## config.mk

```make
export PLATFORM = sky130hd
export DESIGN_NAME = fetch_unit
export DESIGN_NICKNAME = d
export VERILOG_FILES = /design/src/rtl/fetch_pkg.sv /design/src/rtl/fetch_timeout_ctr.sv /design/src/rtl/fetch_unit.sv
export SDC_FILE = /design/constraint.sdc
export NUM_CORES = 1
export LEC_CHECK = 0
export CAP_MARGIN = 20
export CORE_ASPECT_RATIO = 1.5
export CORE_MARGIN = 1
export CORE_UTILIZATION = 45
export CTS_BUF_LIST = sky130_fd_sc_hd__clkbuf_8
export CTS_CLUSTER_SIZE = 16
export DETAILED_ROUTE_END_ITERATION = 16
export PLACE_DENSITY = 0.81
export SETUP_SLACK_MARGIN = 0.02
export SLEW_MARGIN = 20
export SYNTH_ARGS = -nofsm -noshare
export SYNTH_HDL_FRONTEND = slang
export SYNTH_SLANG_ARGS = --single-unit
export TNS_END_PERCENT = 30
```

## constraint.sdc

```tcl
create_clock -name clock -period 1.8 [get_ports clock]
set_input_delay 0.18 -clock clock [delete_from_list [all_inputs] [get_ports clock]]
set_output_delay 0.18 -clock clock [all_outputs]
set_load 0.01 [all_outputs]
```

## src/rtl/fetch_pkg.sv

```systemverilog
// Shared definitions for the instruction fetch unit: state encoding,
// the stop opcode loaded on a fetch timeout, and the default timeout
// limit. Imported by fetch_timeout_ctr and fetch_unit.
package fetch_pkg;

  // Fetch sequencer states (2-bit encoding relied on by debug tooling).
  typedef enum logic [1:0] {
    ST_IDLE = 2'd0,
    ST_REQ  = 2'd1,
    ST_DONE = 2'd2
  } fetch_state_t;

  // Opcode substituted into ir when a fetch is abandoned.
  localparam logic [3:0] OPC_STOP = 4'h1;

  // Default number of unacknowledged REQ cycles before a fetch aborts.
  localparam int TIMEOUT_LIMIT_DEF = 15;

  // Address of the instruction following 'addr'; 8-bit wrap is intended.
  function automatic logic [7:0] next_pc(input logic [7:0] addr);
    return addr + 8'd1;
  endfunction

endpackage : fetch_pkg

```

## src/rtl/fetch_timeout_ctr.sv

```systemverilog
// Wait-cycle counter for a pending fetch. Cleared when a fetch is
// launched, advanced on every REQ cycle that sees no acknowledge, and
// flags terminal count on the cycle whose increment reaches LIMIT, so
// the sequencer leaves REQ after exactly LIMIT unacknowledged cycles.
// Only built when FETCH_TIMEOUT_EN is defined.
module fetch_timeout_ctr #(
  parameter int LIMIT = 15
) (
  input  logic clock,
  input  logic reset,   // asynchronous, active low
  input  logic i_clr,   // fetch launched this cycle
  input  logic i_en,    // REQ cycle without acknowledge
  output logic o_tc     // this cycle completes LIMIT waiting cycles
);

  localparam int CNT_W = $clog2(LIMIT + 1);

  logic [CNT_W-1:0] r_cnt;

  // Count unacknowledged REQ cycles; restart on every new fetch.
  always_ff @(posedge clock or negedge reset) begin
    if (!reset) begin
      // NOTE: state is updated with non-blocking assignments so every
      // flop samples pre-edge values regardless of block ordering.
      r_cnt <= '0;
    end else if (i_clr) begin
      r_cnt <= '0;
    end else if (i_en && (r_cnt != CNT_W'(LIMIT))) begin
      r_cnt <= r_cnt + CNT_W'(1);
    end
  end

  assign o_tc = i_en && (r_cnt == CNT_W'(LIMIT - 1));

endmodule : fetch_timeout_ctr

```

## src/rtl/fetch_unit.sv

```systemverilog
// Instruction fetch unit. On a fetch_start pulse in IDLE it latches the
// fetch address (branch target if pc_load is also high, else pc), holds
// mem_req/mem_addr in REQ until mem_ack, then loads ir and advances pc
// during a one-cycle DONE state that pulses ir_valid.
// Build option: define FETCH_TIMEOUT_EN to abort fetches that are not
// acknowledged within TIMEOUT_LIMIT REQ cycles (ir <- stop opcode,
// sticky fetch_err). Without it REQ waits indefinitely.
module fetch_unit
  import fetch_pkg::*;
#(
  parameter int TIMEOUT_LIMIT = TIMEOUT_LIMIT_DEF
) (
  input  logic       clock,
  input  logic       reset,        // asynchronous, active low
  input  logic       fetch_start,
  input  logic       pc_load,
  input  logic [7:0] pc_din,
  output logic       mem_req,
  output logic [7:0] mem_addr,
  input  logic       mem_ack,
  input  logic [7:0] mem_rdata,
  output logic [7:0] ir,
  output logic [3:0] instr,
  output logic [7:0] pc,
  output logic       ir_valid,
  output logic       fetch_busy,
  output logic       fetch_err
);

  fetch_state_t r_state;
  logic [7:0]   r_pc;
  logic [7:0]   r_ir;
  logic [7:0]   r_mem_addr;
  logic         r_mem_req;
  logic         r_ir_valid;
  logic         r_busy;

  // A fetch launches only from IDLE; requests elsewhere are dropped.
  logic w_fetch_go;
  // Waiting cycle in REQ (no acknowledge this cycle).
  logic w_req_wait;
  // Fetch address: a same-cycle branch target wins over the current pc.
  logic [7:0] w_fetch_addr;
  // Timeout abort for the current REQ cycle.
  logic w_timeout;

  assign w_fetch_go   = (r_state == ST_IDLE) && fetch_start;
  assign w_req_wait   = (r_state == ST_REQ) && !mem_ack;
  assign w_fetch_addr = pc_load ? pc_din : r_pc;

`ifdef FETCH_TIMEOUT_EN
  logic r_err;

  fetch_timeout_ctr #(
    .LIMIT (TIMEOUT_LIMIT)
  ) u_timeout_ctr (
    .clock (clock),
    .reset (reset),
    .i_clr (w_fetch_go),
    .i_en  (w_req_wait),
    .o_tc  (w_timeout)
  );

  // Sticky error: set by any aborted fetch, cleared only by reset.
  always_ff @(posedge clock or negedge reset) begin
    if (!reset) begin
      r_err <= 1'b0;
    end else if (w_timeout) begin
      r_err <= 1'b1;
    end
  end

  assign fetch_err = r_err;
`else
  assign w_timeout = 1'b0;
  assign fetch_err = 1'b0;
`endif

  // Fetch sequencer with registered outputs; pc/ir update here only.
  always_ff @(posedge clock or negedge reset) begin
    if (!reset) begin
      r_state    <= ST_IDLE;
      r_pc       <= 8'h00;
      r_ir       <= 8'h00;
      r_mem_addr <= 8'h00;
      r_mem_req  <= 1'b0;
      r_ir_valid <= 1'b0;
      r_busy     <= 1'b0;
    end else begin
      // NOTE: ir_valid defaults low each cycle and is only raised on the
      // edge entering DONE, so it is a single-cycle pulse by construction.
      r_ir_valid <= 1'b0;
      unique case (r_state)
        ST_IDLE: begin
          if (pc_load) begin
            r_pc <= pc_din;
          end
          if (fetch_start) begin
            r_mem_addr <= w_fetch_addr;
            r_mem_req  <= 1'b1;
            r_busy     <= 1'b1;
            r_state    <= ST_REQ;
          end
        end
        ST_REQ: begin
          if (mem_ack) begin
            r_ir       <= mem_rdata;
            r_pc       <= next_pc(r_mem_addr);
            r_mem_req  <= 1'b0;
            r_ir_valid <= 1'b1;
            r_state    <= ST_DONE;
          end else if (w_timeout) begin
            r_ir       <= {4'h0, OPC_STOP};
            r_mem_req  <= 1'b0;
            r_ir_valid <= 1'b1;
            r_state    <= ST_DONE;
          end
        end
        ST_DONE: begin
          r_busy  <= 1'b0;
          r_state <= ST_IDLE;
        end
        default: begin
          r_mem_req <= 1'b0;
          r_busy    <= 1'b0;
          r_state   <= ST_IDLE;
        end
      endcase
    end
  end

  assign mem_req    = r_mem_req;
  assign mem_addr   = r_mem_addr;
  assign ir         = r_ir;
  assign instr      = r_ir[3:0];
  assign pc         = r_pc;
  assign ir_valid   = r_ir_valid;
  assign fetch_busy = r_busy;

endmodule : fetch_unit

```

==> out/metrics.cfg <==
[placement]
dp_hpwl_mm = 2.42
routabilityCongestion = 0.797
place_area_mm2 = 0.00192
port_buffers = 51
dp_cells = 210

[finish]
syn2layout_area_growth_pct = 42.5
seqCellArea_um2 = 726
stdcell_area_mm2 = 0.00200
multi_input_area_um2 = 597
n_antenna_cell = 0
n_fill_cell = 254
final_common_cell = clkdlybuf4s50_1
nets = 200
final_cells = 218
final_cell_mix = 51 x clkdlybuf4s50_1, 29 x dfrtp_1, 19 x a21oi_1
drive_gt1_share_pct = 7.26

[routing]
ant_nets = 0
drt_pass1_iterations = 4
drc = 0
via_per_inst = 5.13
wirelength_mm = 3.32
drtIter0Drc = 28
vias = 1118
wl_per_cell_um = 15.2

[power_and_ir_drop]
leakage_nw = 0.834
ir_worst_vdd_v = 0.00104
power.internal_mw = 2.14
pwr-share-clk_pct = 14.7
power_frac_seq_pct = 37.8
pwr_density_cell_mw_per_mm2 = 1670
sw_frac_of_total_pct = 36.0
p_sw_mw = 1.20
pwr-share-comb_pct = 47.5

[timing]
drv_slew = 0
final.setup.tns_ns = 0
max_freq_mhz = 653
hold_viol = 0
rsz0062_at_grt = false
skew_ns = 0.00513
min_period_ns = 1.53
setup_violations = 0
finalCritPeriodShare_pct = 85.0

[critical_path]
critical_path.max_stage_delay_ns = 0.57
startpoint_type = flip-flop
crit_fanout = 12
required_ns = 1.96
crit_path_top_delay_cell = dfrtp_1
critPathKind = reg2reg
crit_chain = nand2_2, nor2_4, mux2_1
worstPathArrival_ns = 1.69
worst_setup_path_end_kind = flip-flop

[status]
outcome = completed

[floorplanning]
start_util_pct = 47.8
ios = 53
die_h_um = 70.5
core_mm2 = 0.00294
rows = 24
die_area_mm2 = 0.00336
die_w_um = 47.6

[min_path]
hold_path.class = in2async

[yosys]
yosysSeqAreaShare_pct = 51.6
syn_nets = 149
avgSynthCellArea_um2 = 11.1
netlist_instances = 127
yosysWarningCount = 0
synthDistinctLibCells = 27
synth-seq-cells = 29
synth_area_mm2 = 0.00141

[clocking]
cts_buffers = 5
htree_num_levels = 2
postCtsSetupRepairBufs = 0
clockRootBuffer = clkbuf_8
cts_sinks = 29
cts_tree = done
clk_path_buf_depth = 2
clock_latency_ns = 0.28
hold_buffers = 0
path_clk_slew_ns = 0.06
ctsResizeCount = 0

[job]
cap_violations = 0

[global_routing]
overflow = 0
grt_pass1_vias = 1158
antenna_found_initial = 0
track_usage_pct = 22.6
grt_max_degree = 30
grt_pass1_wl_mm = 5.26

cells by family (layout without fill, tap and decap cells):
kind of cell	count (synthesis)	count (layout)	synth area share, %
DFF	29	29	51.6
muxes	16	16	12.1
AOI/OAI and AO/OA	35	35	14.9
and+or+nand+nor	27	27	10.6
buffers and inverters	12	64	5.96
xor gates and xnor gates	6	6	3.74
other	1	1	0.267
adders and majority gates	1	1	0.890
critical path: cells and delay by family, from the launching register on:
kind	cells	cell delay, ns
flip-flops	1	0.57
multiplexers	1	0.37
AND/OR/NAND/NOR	2	0.47
registers in the layout, summed over array words and instances, names as in the netlist:
signal and flops:
pc 8, ir 8, r_state 2, fetch_busy 1, ir_valid 1, mem_req 1
mem_addr 8
path summary, 6_finish.rpt:
check	from	depth (start not counted)	to	slack [ns]
max in group asynchronous	reset	2	pc[6]	1.23
worst min-delay path	reset	2	ir[7]	0.29
min in group clock	ir[5]	1	ir[5]	0.49
worst max-delay path	r_state[0]	3	ir[4]	0.27
worst max register to register	r_state[0]	3	ir[4]	0.27
worst min register to register	ir[5]	1	ir[5]	0.49
power by group through the flow:
stage	clock [mW]	combinational, mW	sequential (mW)
floorplan	0	0.697	1.33
finish	0.491	1.59	1.26
global route	0.537	1.71	1.32
CTS	0.503	1.61	1.26
global placement	0	1.55	1.25
detailed placement	0	1.58	1.27
cell usage after synthesis:
library cell  count  area share, %
buf_4             8            4.3
buf_2             1           0.36
a21o_1            1           0.53
and4_1            1           0.62
and3_1            1           0.45
nand2b_1          2           0.89
xnor2_1           1           0.62
xor2_1            5            3.1
inv_1             2           0.53
nand2b_4          1           0.98
a21oi_2           1           0.62
nor2_4            2            1.6
nand2_1           2           0.53
dfrtp_1          29             52
mux2i_1           8            5.7
o21ai_0           2           0.71
mux2_1            8            6.4
ha_1              1           0.89
o22a_1            5            3.1
a21oi_1          19            6.8
nand2_2           1           0.45
nand3_1           4            1.4
o22ai_1           7            3.1
nand4_1           1           0.45
nor2_1           12            3.2
conb_1            1           0.27
buf_6             1           0.80
cell type report:
class	instances	area share [%]
Inverter	2	0.375
Clock inverter	3	0.562
Sequential cell	29	36.2
Clock buffer	5	3.43
Timing Repair Buffer	54	27.2
Multi-Input combinational cell	86	29.8
Tap cell	39	2.43
per-layer routing:
layer  global-route usage, %  part of all wire (%)  wire length [um]  vias to the layer above
met4                    11.1                   3.4               113                        0
li1                        -                     -                 -                      550
met1                    24.1                    37              1230                      517
met3                    6.46                   4.6               153                       12
met2                    38.2                    55              1830                       39
met5                       0                     0                 0                        -
per-stage QoR:
step	hold slack, ns	utilization, %	setup slack (ns)	power, mW
floorplan	-0.116	-	0.540	2.03
global placement	0.468	65.4	0.252	2.80
detailed placement	0.483	65.4	0.185	2.86
CTS	0.303	68.1	0.262	3.37
global route	0.317	68.1	0.180	3.57
finish	0.294	68.1	0.270	3.34
No activity file was read; power rests on OpenSTA's default activity.
